## src/rtl/riscv_pkg.sv

```systemverilog
// Shared pipeline-control types for the RV32 core.
package riscv_pkg;

  localparam int REG_AW_DEF = 5;

  // Hazard controller states: normal flow, second load->branch bubble, data-memory freeze
  typedef enum logic [1:0] {
    RUN      = 2'd0,
    BR_HOLD  = 2'd1,
    MEM_WAIT = 2'd2
  } hz_state_t;

endpackage

```

## src/rtl/hazard_stall_ctrl_mem_wait_cnt.sv

```systemverilog
// Memory-wait cycle counter: clear / load-to-1 / saturating increment, plus a
// flag telling the controller the configured latency has been reached.
module mem_wait_cnt #(
  parameter int MEM_LAT = 3,
  parameter int CNT_W   = 4
) (
  input  logic clk,
  input  logic nrst,
  input  logic load,
  input  logic inc,
  input  logic clr,
  output logic at_lat
);

  logic [CNT_W-1:0] cnt;

  // Clear wins over load, load over increment; increment stops at all-ones
  always_ff @(posedge clk or negedge nrst) begin
    if (!nrst)                   cnt <= '0;
    else if (clr)                cnt <= '0;
    else if (load)               cnt <= CNT_W'(1);
    else if (inc && cnt != '1)   cnt <= cnt + CNT_W'(1);
  end

  assign at_lat = (cnt == CNT_W'(MEM_LAT));

endmodule

```

## src/rtl/hazard_stall_ctrl.sv

```systemverilog
// Hazard detection and stall control for the 5-stage RV32 pipeline.
// Produces per-stage register enables, bubble/flush strobes and the PC enable.
// Outputs are combinational from state and inputs; only the state, the
// memory-wait counter and the deferred-flush flag are registered.
module hazard_stall_ctrl
  import riscv_pkg::*;
#(
  parameter int REG_AW   = REG_AW_DEF,
  parameter int MEM_LAT  = 3,
  parameter bit BR_IN_ID = 1'b1,
  parameter int CNT_W    = 4
) (
  input  logic              clk,
  input  logic              nrst,
  input  logic [REG_AW-1:0] id_rs1,
  input  logic [REG_AW-1:0] id_rs2,
  input  logic              id_rs1_use,
  input  logic              id_rs2_use,
  input  logic              id_is_br,
  input  logic [REG_AW-1:0] ex_rd,
  input  logic [REG_AW-1:0] mem_rd,
  input  logic              ex_we,
  input  logic              mem_we,
  input  logic              ex_ld,
  input  logic              mem_ld,
  input  logic              dmem_req,
  input  logic              dmem_ready,
  input  logic              mispredict,
  input  logic              ext_stall,
  output logic              pc_en,
  output logic              fd_en,
  output logic              de_en,
  output logic              em_en,
  output logic              mw_en,
  output logic              de_bubble,
  output logic              fd_flush,
  output logic              mem_busy
);

  hz_state_t state, state_nxt;
  logic      flush_pend, flush_pend_nxt;
  logic      cnt_load, cnt_inc, cnt_clr, at_lat;
  logic      m_ex, m_mem, mem_start;

  // x0 is never a real producer, so rd==0 cannot create a hazard
  assign m_ex  = ex_we  && (ex_rd  != '0) &&
                 ((id_rs1_use && id_rs1 == ex_rd)  || (id_rs2_use && id_rs2 == ex_rd));
  assign m_mem = mem_we && (mem_rd != '0) &&
                 ((id_rs1_use && id_rs1 == mem_rd) || (id_rs2_use && id_rs2 == mem_rd));

  // A zero-latency memory never freezes; ready in the request cycle needs no wait
  assign mem_start = (MEM_LAT > 0) && dmem_req && !dmem_ready;

  mem_wait_cnt #(
    .MEM_LAT (MEM_LAT),
    .CNT_W   (CNT_W)
  ) u_cnt (
    .clk    (clk),
    .nrst   (nrst),
    .load   (cnt_load),
    .inc    (cnt_inc),
    .clr    (cnt_clr),
    .at_lat (at_lat)
  );

  // Output decode and next state; priority ext_stall > memory wait > flush > data hazard
  always_comb begin
    pc_en          = 1'b0;
    fd_en          = 1'b0;
    de_en          = 1'b0;
    em_en          = 1'b0;
    mw_en          = 1'b0;
    de_bubble      = 1'b0;
    fd_flush       = 1'b0;
    mem_busy       = nrst && (state == MEM_WAIT);
    state_nxt      = state;
    flush_pend_nxt = flush_pend;
    cnt_load       = 1'b0;
    cnt_inc        = 1'b0;
    cnt_clr        = 1'b0;

    if (!nrst) begin
      state_nxt = RUN;
    end else if (ext_stall) begin
      // Frozen: a mispredict here must survive until the pipeline moves again
      if (mispredict) flush_pend_nxt = 1'b1;
    end else if (state == MEM_WAIT) begin
      if (dmem_ready || at_lat) begin
        // Release cycle: everything advances, hazards are not re-checked this cycle
        {pc_en, fd_en, de_en, em_en, mw_en} = '1;
        state_nxt = RUN;
        cnt_clr   = 1'b1;
        if (mispredict || flush_pend) begin
          fd_flush       = 1'b1;
          de_bubble      = 1'b1;
          flush_pend_nxt = 1'b0;
        end
      end else begin
        cnt_inc = 1'b1;
        if (mispredict) flush_pend_nxt = 1'b1;
      end
    end else if (mem_start) begin
      // Entering the wait is itself the first frozen cycle; an open BR_HOLD is dropped
      // and the branch hazard is simply re-detected after release
      cnt_load  = 1'b1;
      state_nxt = MEM_WAIT;
      if (mispredict) flush_pend_nxt = 1'b1;
    end else begin
      {pc_en, fd_en, de_en, em_en, mw_en} = '1;
      state_nxt = RUN;
      if (mispredict || flush_pend) begin
        // The flushed ID instruction no longer matters, so no stall is needed
        fd_flush       = 1'b1;
        de_bubble      = 1'b1;
        flush_pend_nxt = 1'b0;
      end else if (state == BR_HOLD) begin
        pc_en     = 1'b0;
        fd_en     = 1'b0;
        de_bubble = 1'b1;
      end else if (m_ex && ex_ld) begin
        pc_en     = 1'b0;
        fd_en     = 1'b0;
        de_bubble = 1'b1;
        // Branch compares in ID, so the load must reach WB: one more bubble
        if (BR_IN_ID && id_is_br) state_nxt = BR_HOLD;
      end else if (BR_IN_ID && id_is_br && (m_ex || (m_mem && mem_ld))) begin
        pc_en     = 1'b0;
        fd_en     = 1'b0;
        de_bubble = 1'b1;
      end
    end
  end

  // Controller state and deferred-flush flag
  always_ff @(posedge clk or negedge nrst) begin
    if (!nrst) begin
      state      <= RUN;
      flush_pend <= 1'b0;
    end else begin
      state      <= state_nxt;
      flush_pend <= flush_pend_nxt;
    end
  end

endmodule

```

## config.mk

```make
export PLATFORM = sky130hd
export DESIGN_NAME = hazard_stall_ctrl
export DESIGN_NICKNAME = d
export VERILOG_FILES = /design/src/rtl/riscv_pkg.sv /design/src/rtl/hazard_stall_ctrl_mem_wait_cnt.sv /design/src/rtl/hazard_stall_ctrl.sv
export SDC_FILE = /design/constraint.sdc
export NUM_CORES = 1
export LEC_CHECK = 0
export BUFFER_PORTS_ARGS = -buffer_cell sky130_fd_sc_hd__buf_2
export CELL_PAD_IN_SITES_DETAIL_PLACEMENT = 0
export CELL_PAD_IN_SITES_GLOBAL_PLACEMENT = 2
export CORE_AREA = 5 5 68 70
export CTS_BUF_LIST = sky130_fd_sc_hd__clkbuf_16
export DETAILED_ROUTE_END_ITERATION = 16
export DIE_AREA = 0 0 73 75
export GPL_TIMING_DRIVEN = 0
export HOLD_SLACK_MARGIN = 0.15
export PLACE_DENSITY = 0.82
export SYNTH_ARGS = -nofsm -noshare
export SYNTH_HDL_FRONTEND = slang
export SYNTH_SLANG_ARGS = --single-unit
```

## constraint.sdc

```tcl
create_clock -name clk -period 1.9 [get_ports clk]
set_input_delay 0.095 -clock clk [delete_from_list [all_inputs] [get_ports clk]]
set_output_delay 0.095 -clock clk [all_outputs]
set_load 0.02 [all_outputs]
```

Yosys cells after proc, flatten, opt, wreduce, memory -nomap -nowiden
Cells that the tools add are included.
{ "totals": {"out_inout_bits": 8, "in_bits": 33, "reg_bits": 7} }
{ "op_classes": {"addsub": 1, "muxes": 56, "n_eq_ne": 10, "n_reduce_logical": 24} }
{ "op_table": {"columns": ["op", "count"], "rows": [
  ["1-bit 2-to-1 mux", 48],
  ["5-bit == test", 4],
  ["1-bit logical AND", 14],
  ["4-bit 2-to-1 mux", 3],
  ["2-bit 2-to-1 mux", 5],
  ["5-bit nonzero test", 2],
  ["1-bit logical OR", 5],
  ["4-bit by 1-bit adder with 4-bit output, second input constant", 1],
  ["4-bit by 2-bit == test with 1-bit output, second input constant", 1],
  ["4-bit inequality test, second input constant", 1],
  ["3-bit by 2-bit inequality test with 1-bit output, second input constant", 1],
  ["3-bit nonzero test", 1],
  ["2-bit by 1-bit == test with 1-bit output, second input constant", 1],
  ["2-bit == test, second input constant", 1],
  ["2-bit inequality test, second input constant", 1],
  ["2-bit AND reduction", 1],
  ["1-bit logical NOT", 1]
]} }

Longest topological paths before layout
Gate-level depths: netlist of the first run.
{ "logic_depth": {"ltp_word": 15, "mapped_depth": 7, "ltp_nobuf": 7} }

Modules after synthesis
A second synthesis of the first run with hierarchy kept.
{ "unflattened": {"hier_cells": 107, "hier_area_um2": 832.0} }
{ "modules_own_cells": {"columns": ["module", "cells_each", "instances", "area_each_um2", "seq_area_each_um2"], "rows": [
  ["hazard_stall_ctrl", 84, 1, 609.3, 75.1],
  ["mem_wait_cnt", 23, 1, 222.7, 100.1]
]} }

Least setup slack after synthesis of the first run
Ideal clock, no wire load.
{ "synth_timing": {"kind": "reg-to-output", "from": "reg u_cnt.cnt[0]", "to": "out pc_en", "arrival_ns": 1.965, "n_path_buf": 1, "stages_incl_launch_ff": 7, "setup_slack_ns": -0.160, "cell_sequence": "dfrtp_1 > ha_1 > nor3b_1 > or3_4 > nand3_1 > nor3_1 > buf_4"} }
{ "synth_via": {"elab_chain_cells": 6} }
{ "synth_lines": {"columns": ["element", "line", "source"], "rows": [
  ["start: declaration", "hazard_stall_ctrl_mem_wait_cnt.sv:15", "logic [CNT_W-1:0] cnt;"],
  ["start signal: assignment", "hazard_stall_ctrl_mem_wait_cnt.sv:22", "else if (inc && cnt != '1) cnt <= cnt + CNT_W'(1);"],
  ["4-bit by 2-bit == test with 1-bit output", "hazard_stall_ctrl_mem_wait_cnt.sv:25", "assign at_lat = (cnt == CNT_W'(MEM_LAT));"],
  ["1-bit logical OR", "hazard_stall_ctrl.sv:88", "if (dmem_ready || at_lat) begin"],
  ["1-bit 2-to-1 mux (4 in series)", null, null],
  ["end: declaration", "hazard_stall_ctrl.sv:30", "output logic pc_en,"]
]} }
No other way between the ends.

Worst setup path in the final report of the first run
{ "layout_timing": {"from": "reg u_cnt.cnt[0]", "to": "reg u_cnt.cnt[0]"} }
{ "layout_via": {"elab_chain_cells": 8, "word_cells_on_any_way": 17, "cone_classes": "add/sub: 1; eq/ne: 2; mux: 11; reduce/logical: 3"} }
{ "layout_lines": {"columns": ["element", "line", "source"], "rows": [
  ["4-bit by 2-bit == test with 1-bit output", "hazard_stall_ctrl_mem_wait_cnt.sv:25", null],
  ["1-bit logical OR", "hazard_stall_ctrl.sv:88", null],
  ["1-bit 2-to-1 mux", "hazard_stall_ctrl.sv:88", null],
  ["1-bit 2-to-1 mux", "hazard_stall_ctrl.sv:87", "end else if (state == MEM_WAIT) begin"],
  ["1-bit 2-to-1 mux", "hazard_stall_ctrl.sv:84", "end else if (ext_stall) begin"],
  ["1-bit 2-to-1 mux", "hazard_stall_ctrl.sv:82", "if (!nrst) begin"],
  ["1-bit logical AND", "hazard_stall_ctrl_mem_wait_cnt.sv:22", null],
  ["3-bit nonzero test (no source line)", null, null]
]} }
Parallel ways exist; a longest one is shown, timed or not. The select of a mux whose other input is x is not followed.
A chain may end at the register's enable or synchronous reset.

==> impl_metrics.json, run 1 <==
{
  "number_of_synthesized_flops_with_an_enable_pin": 0,
  "p_leak_nw": 0.566,
  "grt.met2_usage_pct": 18.9,
  "worstHoldPathType": "in -> reg",
  "grt_most_used_layer": "met2",
  "global_route_wire_length_before_repair_mm": 4.67,
  "synth_fp_nets": 137,
  "drt_pass1_iterations": 4,
  "comb_power_share_pct": 33.1,
  "worstSetupEndpointType": "flip-flop",
  "grt_pass1_vias": 1013,
  "status": "complete, but fails checks",
  "cts.sinks": 7,
  "synth-async-reset-ratio_pct": 100,
  "final_design_area_no_fill_um2": 1290,
  "fill_count": 454,
  "post-route-period-util_pct": 103,
  "timing.max_slew.rel_slack_pct": 72.1,
  "clockPowerShare_pct": 43.9,
  "power_per_cell_area_nw_per_um2": 630,
  "tritoncts_clock_tree": "yes",
  "die_height_um": 75,
  "worst_ep_arrival_time_ns": 2.06,
  "synthesized_area_um2": 803,
  "clk_path_buf_depth": 2,
  "setup.worst_path.start_class": "flip-flop",
  "netSwitchingPower_w": 0.000234,
  "dr.first_iter.drc_count": 33,
  "fp-row-count": 23,
  "global_routing_usage_summed_across_all_routing_layers_pct": 10.9,
  "finish.net_count": 187,
  "timing.final.max_slew_violations": 0,
  "post-route-util_pct": 32.9,
  "inserted_diodes": 0,
  "drc": 0,
  "cts_max_level": 1,
  "numPortBuffers": 40,
  "final-setup-viol-count": 2,
  "worst-endpoint-required_ns": 2.01,
  "fmax_ghz": 0.513,
  "finalWeightedCongestion": 0.925,
  "design.die.area_um2": 5480,
  "grt_start_max_net_pins": 9,
  "internal_dissipation_w": 0.000576,
  "wirelength_mm": 2.75,
  "worstSetupEndpoint": "u_cnt.cnt[0]",
  "synth.top_cell.area_share_pct": 21.8,
  "synth_area_leader_cell": "sky130_fd_sc_hd__dfrtp_1",
  "groute.layer.met3.usage_pct": 2.00,
  "timing.hold.ws_ns": 0.188,
  "crit-reg2reg-launch": "u_cnt.cnt[0]",
  "pre_cts_ws_ns": -0.127,
  "failed_checks": "negative setup slack",
  "largest_driver_fanout_on_the_critical_path": 4,
  "num_cts_buffers": 3,
  "fin_crit_ns": 1.95,
  "route.antenna.remaining_nets": 0,
  "area_growth_pct": 60.1,
  "core_area_um2": 3910,
  "insertion_delay_ns": 0.23,
  "drive_above_1_share_pct": 40.1,
  "detailroute.via_count": 934,
  "worst_clock_skew_ns": 0.00332,
  "post_detailed_route_via_to_cell_ratio": 4.62,
  "synth.yosys.seq_area_share_pct": 21.8,
  "clk_root_buffer_cell": "sky130_fd_sc_hd__clkbuf_16",
  "rsz0062_at_grt": "yes",
  "cp-startpoint": "u_cnt.cnt[0]",
  "cap_violations": 0,
  "dominantRegCellSynth": "sky130_fd_sc_hd__dfrtp_1",
  "final_hold_viol_count": 0,
  "seqPwrFrac_pct": 23.0,
  "detail_route.wl_per_cell_um": 13.6,
  "place.detailed.hpwl_mm": 2.30,
  "grt_remaining_overflow": 0,
  "synth_area_per_cell_um2": 7.80,
  "antenna_found_initial": 0,
  "boundaryPins": 41,
  "ir_drop_mv": 0.454,
  "post_route_setup_slack_ns": -0.0501,
  "leading_post_synthesis_cells_by_cell_area": "sky130_fd_sc_hd__dfrtp_1, sky130_fd_sc_hd__xnor2_1, sky130_fd_sc_hd__xor2_1",
  "regToRegSetupSlack_ns": -0.05,
  "regToRegEndpoint": "u_cnt.cnt[0]",
  "synth_seq_cells": 7,
  "yosys.cell_types.count": 32,
  "tightest_slew_ns": 0.418,
  "path_clk_slew_ns": 0.04,
  "floorplan.initialDensity_pct": 20.5,
  "worst-r2r-cell-count": 6,
  "syn_inst": 103,
  "synth-warning-count": 0,
  "dpl-instance-area_um2": 1070,
  "die_w_um": 73,
  "power_switching_share_pct": 28.8,
  "worstSetupPathType": "reg -> reg",
  "gr-usage-met1_pct": 13.8
}
sequential cells by signal (all words and copies together), names as in the netlist:
register and count:
u_cnt.cnt 4, state 2, flush_pend 1
cell usage in the layout (no fill, tap or decap), types with 4 or more instances in the layout:
cell type / instances
sky130_fd_sc_hd__a21oi_1: 5
sky130_fd_sc_hd__buf_6: 7
sky130_fd_sc_hd__nand2_1: 6
sky130_fd_sc_hd__xnor2_1: 12
sky130_fd_sc_hd__nor2_1: 17
sky130_fd_sc_hd__xor2_1: 10
sky130_fd_sc_hd__dfrtp_1: 7
sky130_fd_sc_hd__buf_2: 35
sky130_fd_sc_hd__buf_4: 5
sky130_fd_sc_hd__nor3_1: 4
through the flow:
step	total power [W]	setup TNS (ns)	std cells
floorplan	0.000310	0	103
global placement	0.000395	-0.109	193
detailed placement	0.000406	-0.303	193
CTS	0.000812	-0.152	202
global route	0.000863	-0.405	202
finish	0.000810	-0.0992	202
area by class of cell:
| cell class | instances | area, µm² | share of cell area, % |
|---|---|---|---|
| Multi-Input combinational cell | 90 | 654 | 50.9 |
| Timing Repair Buffer | 45 | 272 | 21.1 |
| Sequential cell | 7 | 175 | 13.6 |
| Clock buffer | 3 | 75.1 | 5.84 |
| Tap cell | 50 | 62.6 | 4.86 |
| Buffer | 3 | 30.0 | 2.33 |
| Inverter | 3 | 13.8 | 1.07 |
| Clock inverter | 1 | 3.75 | 0.292 |
power by group through the flow:
stage               registers (W)  clock network (W)  logic (W)
floorplan                0.000187                  0   0.000124
global placement         0.000192                  0   0.000203
detailed placement       0.000195                  0   0.000211
CTS                      0.000186           0.000361   0.000265
global route             0.000190           0.000375   0.000299
finish                   0.000186           0.000356   0.000268
synthesized netlist by cell type, types with 2 or more instances:
library cell                n
sky130_fd_sc_hd__a21oi_1    5
sky130_fd_sc_hd__and3_1     2
sky130_fd_sc_hd__buf_4      3
sky130_fd_sc_hd__dfrtp_1    7
sky130_fd_sc_hd__inv_1      3
sky130_fd_sc_hd__nand2_1    6
sky130_fd_sc_hd__nand2b_1   2
sky130_fd_sc_hd__nand3_1    4
sky130_fd_sc_hd__nand4_1    3
sky130_fd_sc_hd__nor2_1    18
sky130_fd_sc_hd__nor3_1     5
sky130_fd_sc_hd__nor4_1     3
sky130_fd_sc_hd__o21ai_0    2
sky130_fd_sc_hd__o22ai_1    2
sky130_fd_sc_hd__xnor2_1   12
sky130_fd_sc_hd__xor2_1    10
kinds of logic (layout without fill, tap and decap cells):
family	count (synthesis)	in the layout	synth area share, %
AO/OA/AOI/OAI	16	16	15.1
XOR/XNOR	22	22	24.0
adder cells (fa/ha/maj)	1	1	1.56
buffers and inverters	6	55	4.21
flip-flops	7	7	21.8
multiplexers	2	2	2.65
AND/OR/NAND/NOR	49	49	30.7
routing by layer:
metal | routed length, µm | vias up | share of wire, %
met5 | 0 | - | 0
met4 | 33 | 0 | 1.2
met3 | 248 | 3 | 9.0
met2 | 1270 | 47 | 46
met1 | 1200 | 422 | 44
li1 | - | 462 | -
worst min-delay path by stage:
stage	cells after the start	startpoint	slack, ns	to
after detailed placement	1	nrst	-0.04	u_cnt.cnt[2]
after global placement	1	nrst	-0.05	u_cnt.cnt[1]
after CTS	3	nrst	0.19	flush_pend
after global routing	3	nrst	0.23	flush_pend
final	3	nrst	0.19	flush_pend
after floorplan	0	nrst	-0.20	flush_pend
worst max-delay path: stages (launching register included):
cell and delay [ns]:
sky130_fd_sc_hd__dfrtp_1 0.39, sky130_fd_sc_hd__ha_2 0.19, sky130_fd_sc_hd__nor3b_4 0.15, sky130_fd_sc_hd__or3_4 0.38, sky130_fd_sc_hd__a311oi_4 0.30, sky130_fd_sc_hd__nor2_1 0.10
sky130_fd_sc_hd__mux2_1 0.31
what timing repair did:
| item | in CTS | in global routing |
|---|---|---|
| hold buffers | 1 | 0 |
| setup endpoints to repair | 11 | 10 |
| endpoints found under the hold margin | 7 | 0 |
| resized for setup | 16 | 9 |
| pin swaps | 2 | 2 |
| setup buffers | 4 | 0 |
No activity file was read; power rests on OpenSTA's default activity.
==> run 2, diff against run 1 <==
CORE_AREA = 5 5 66 68   (was 5 5 68 70)
DIE_AREA = 0 0 71 73   (was 0 0 73 75)
PLACE_DENSITY = 0.83   (was 0.82)
clock period = 2.15 ns   (was 1.9 ns; I/O delays follow)
==> run 2 against run 1 <==
Core utilization down 1.7 points. Combinational power fell by 31%. Sequential power fell by 8%. Worst setup slack better by 0.12 ns. Clock power down 11%. Non-clock buffer count decreased by 4. The run now ends clean.
==> impl_metrics.json, run 2 (synthesis results as in run 1) <==
{
  "status": "finished, final reports clean",
  "worstSetupEndpointType": "primary output",
  "largest_register": "u_cnt.cnt",
  "grt_start_max_net_pins": 11,
  "worst_path_max_delay_cell": "sky130_fd_sc_hd__dfrtp_2",
  "internal_dissipation_w": 0.000483,
  "grt_pass1_vias": 950,
  "final-setup-viol-count": 0,
  "largest_driver_fanout_on_the_critical_path": 5,
  "largest_reg_flops": 4,
  "detail_route.wl_per_cell_um": 12.8,
  "setup.worst_path.start_class": "flip-flop",
  "global_routing_usage_summed_across_all_routing_layers_pct": 10.2,
  "post-place-cells": 193,
  "drc": 0,
  "post_layout_nonfiller_instances": 198,
  "post-route-period-util_pct": 96.6,
  "clockPowerShare_pct": 46.9,
  "timing.final.max_slew_violations": 0,
  "setup-tns-final_ns": 0,
  "route.antenna.remaining_nets": 0,
  "crit_path_cell_trace": "ha_2, nor3b_2, or3_4, nand3_4, nor2_1, a31o_2, buf_2",
  "design.die.area_um2": 5180,
  "crit-reg2reg-launch": "u_cnt.cnt[0]",
  "final_hold_viol_count": 0,
  "cp-startpoint": "u_cnt.cnt[0]",
  "cts_setup_buffers": 0,
  "die_height_um": 73,
  "layout.cells.most_common": "sky130_fd_sc_hd__buf_2",
  "floorplan.initialDensity_pct": 21.1,
  "cap_violations": 0,
  "wirelength_mm": 2.54,
  "timing.max_slew.rel_slack_pct": 61.7,
  "clk_root_buffer_cell": "sky130_fd_sc_hd__clkbuf_16",
  "drt_pass1_iterations": 4,
  "design_power_total_w": 0.000674,
  "fill_count": 438,
  "tritoncts_clock_tree": "yes",
  "drive_above_1_share_pct": 37.8,
  "fin_crit_ns": 2.08,
  "worstSetupPathType": "reg -> out",
  "path_clk_slew_ns": 0.04,
  "cts_max_level": 1,
  "finish.net_count": 183,
  "clk_path_buf_depth": 2,
  "place.detailed.hpwl_mm": 2.16,
  "global_route_wire_length_before_repair_mm": 4.22,
  "ir_drop_mv": 0.393,
  "detailroute.via_count": 916,
  "area_growth_pct": 47.4,
  "post_detailed_route_via_to_cell_ratio": 4.63,
  "num_cts_buffers": 3,
  "fmax_ghz": 0.481,
  "biggest_registers_after_layout": "u_cnt.cnt: 4 flops, state: 2 flops, flush_pend: 1 flops",
  "p_leak_nw": 0.537,
  "die_w_um": 71,
  "post-route-util_pct": 31.2,
  "power_switching_share_pct": 28.4,
  "tightest_slew_ns": 0.560,
  "numPortBuffers": 40,
  "insertion_delay_ns": 0.23,
  "comb_power_share_pct": 27.6,
  "dpl-instance-area_um2": 1070,
  "power_per_cell_area_nw_per_um2": 570,
  "netSwitchingPower_w": 0.000191,
  "antenna_found_initial": 0,
  "grt_remaining_overflow": 0,
  "worst-endpoint-required_ns": 2.04,
  "seqPwrFrac_pct": 25.4,
  "dr.first_iter.drc_count": 23,
  "worst_ep_arrival_time_ns": 1.97,
  "fp-row-count": 23,
  "core_area_um2": 3800,
  "finalWeightedCongestion": 0.870,
  "layout_common_cells": "sky130_fd_sc_hd__buf_2, sky130_fd_sc_hd__nor2_1, sky130_fd_sc_hd__xnor2_1",
  "final_design_area_no_fill_um2": 1180,
  "worstHoldPathType": "in -> reg",
  "cts.sinks": 7,
  "inserted_diodes": 0,
  "hold_path.startpoint": "mispredict",
  "boundaryPins": 41,
  "critical_path.max_stage_delay_ns": 0.42,
  "worst_clock_skew_ns": 0.000883,
  "rsz0062_at_grt": "no"
}
[run 2: power groups by stage]
| stage | clock network (W) | registers [W] | logic [W] |
|---|---|---|---|
| finish | 0.000317 | 0.000172 | 0.000186 |
| floorplan | 0 | 0.000165 | 0.000108 |
| global route | 0.000333 | 0.000175 | 0.000208 |
| detailed placement | 0 | 0.000170 | 0.000183 |
| global placement | 0 | 0.000168 | 0.000177 |
| CTS | 0.000322 | 0.000168 | 0.000186 |
[run 2: metal layers]
layer | part of all wire, % | track usage, % | vias up
met5 | 0 | 0 | -
met4 | 1.5 | 3.76 | 0
met3 | 8.8 | 2.75 | 3
met2 | 46 | 17.2 | 37
met1 | 43 | 12.4 | 422
li1 | - | - | 454
[run 2: worst max-delay path: cells and delay by family, from the launching register on]
kind,cells,cell delay [ns]
and+or+nand+nor,4,0.72
buffers and inverters,1,0.15
DFF,1,0.42
AOI/OAI and AO/OA,1,0.21
adders and majority gates,1,0.22
[run 2: per-stage QoR]
step | worst slack, ns | hold slack, ns
2_1_floorplan | 0.0776 | -0.188
3_3_place_gp | 0.0697 | -0.0345
3_5_place_dp | 0.0378 | -0.0314
4_1_cts | 0.0100 | 0.210
5_1_grt | 0.00960 | 0.259
6_report | 0.0730 | 0.205
[run 2: layout make-up]
cell class              count  area, µm²  share of cell area (%)
flip-flops and latches      7        176                    14.9
well taps                  50       62.6                    5.29
inverters                   3       11.3                   0.951
plain buffers               3       22.5                    1.90
repair buffers             41        210                    17.8
clock inverters             1       3.75                   0.317
clock buffers               3       75.1                    6.34
multi-input cells          90        622                    52.5
[run 2: timing repair]
item / in CTS / in global routing
pin swaps: 0 / 1
setup endpoints to repair: 2 / 6
hold endpoints to repair: 7 / 0
gates cloned: 0 / 0
hold buffers: 1 / 0
resized for setup: 2 / 5
[run 2: final timing paths]
path,to,slack [ns],cells past startpoint
setup / recovery,de_bubble,0.07,7
hold / removal,flush_pend,0.21,3
setup reg to reg,u_cnt.cnt[0],0.12,6
hold reg to reg,u_cnt.cnt[0],0.56,1
max in group asynchronous,u_cnt.cnt[0],1.70,2
min in group asynchronous,u_cnt.cnt[2],0.25,2
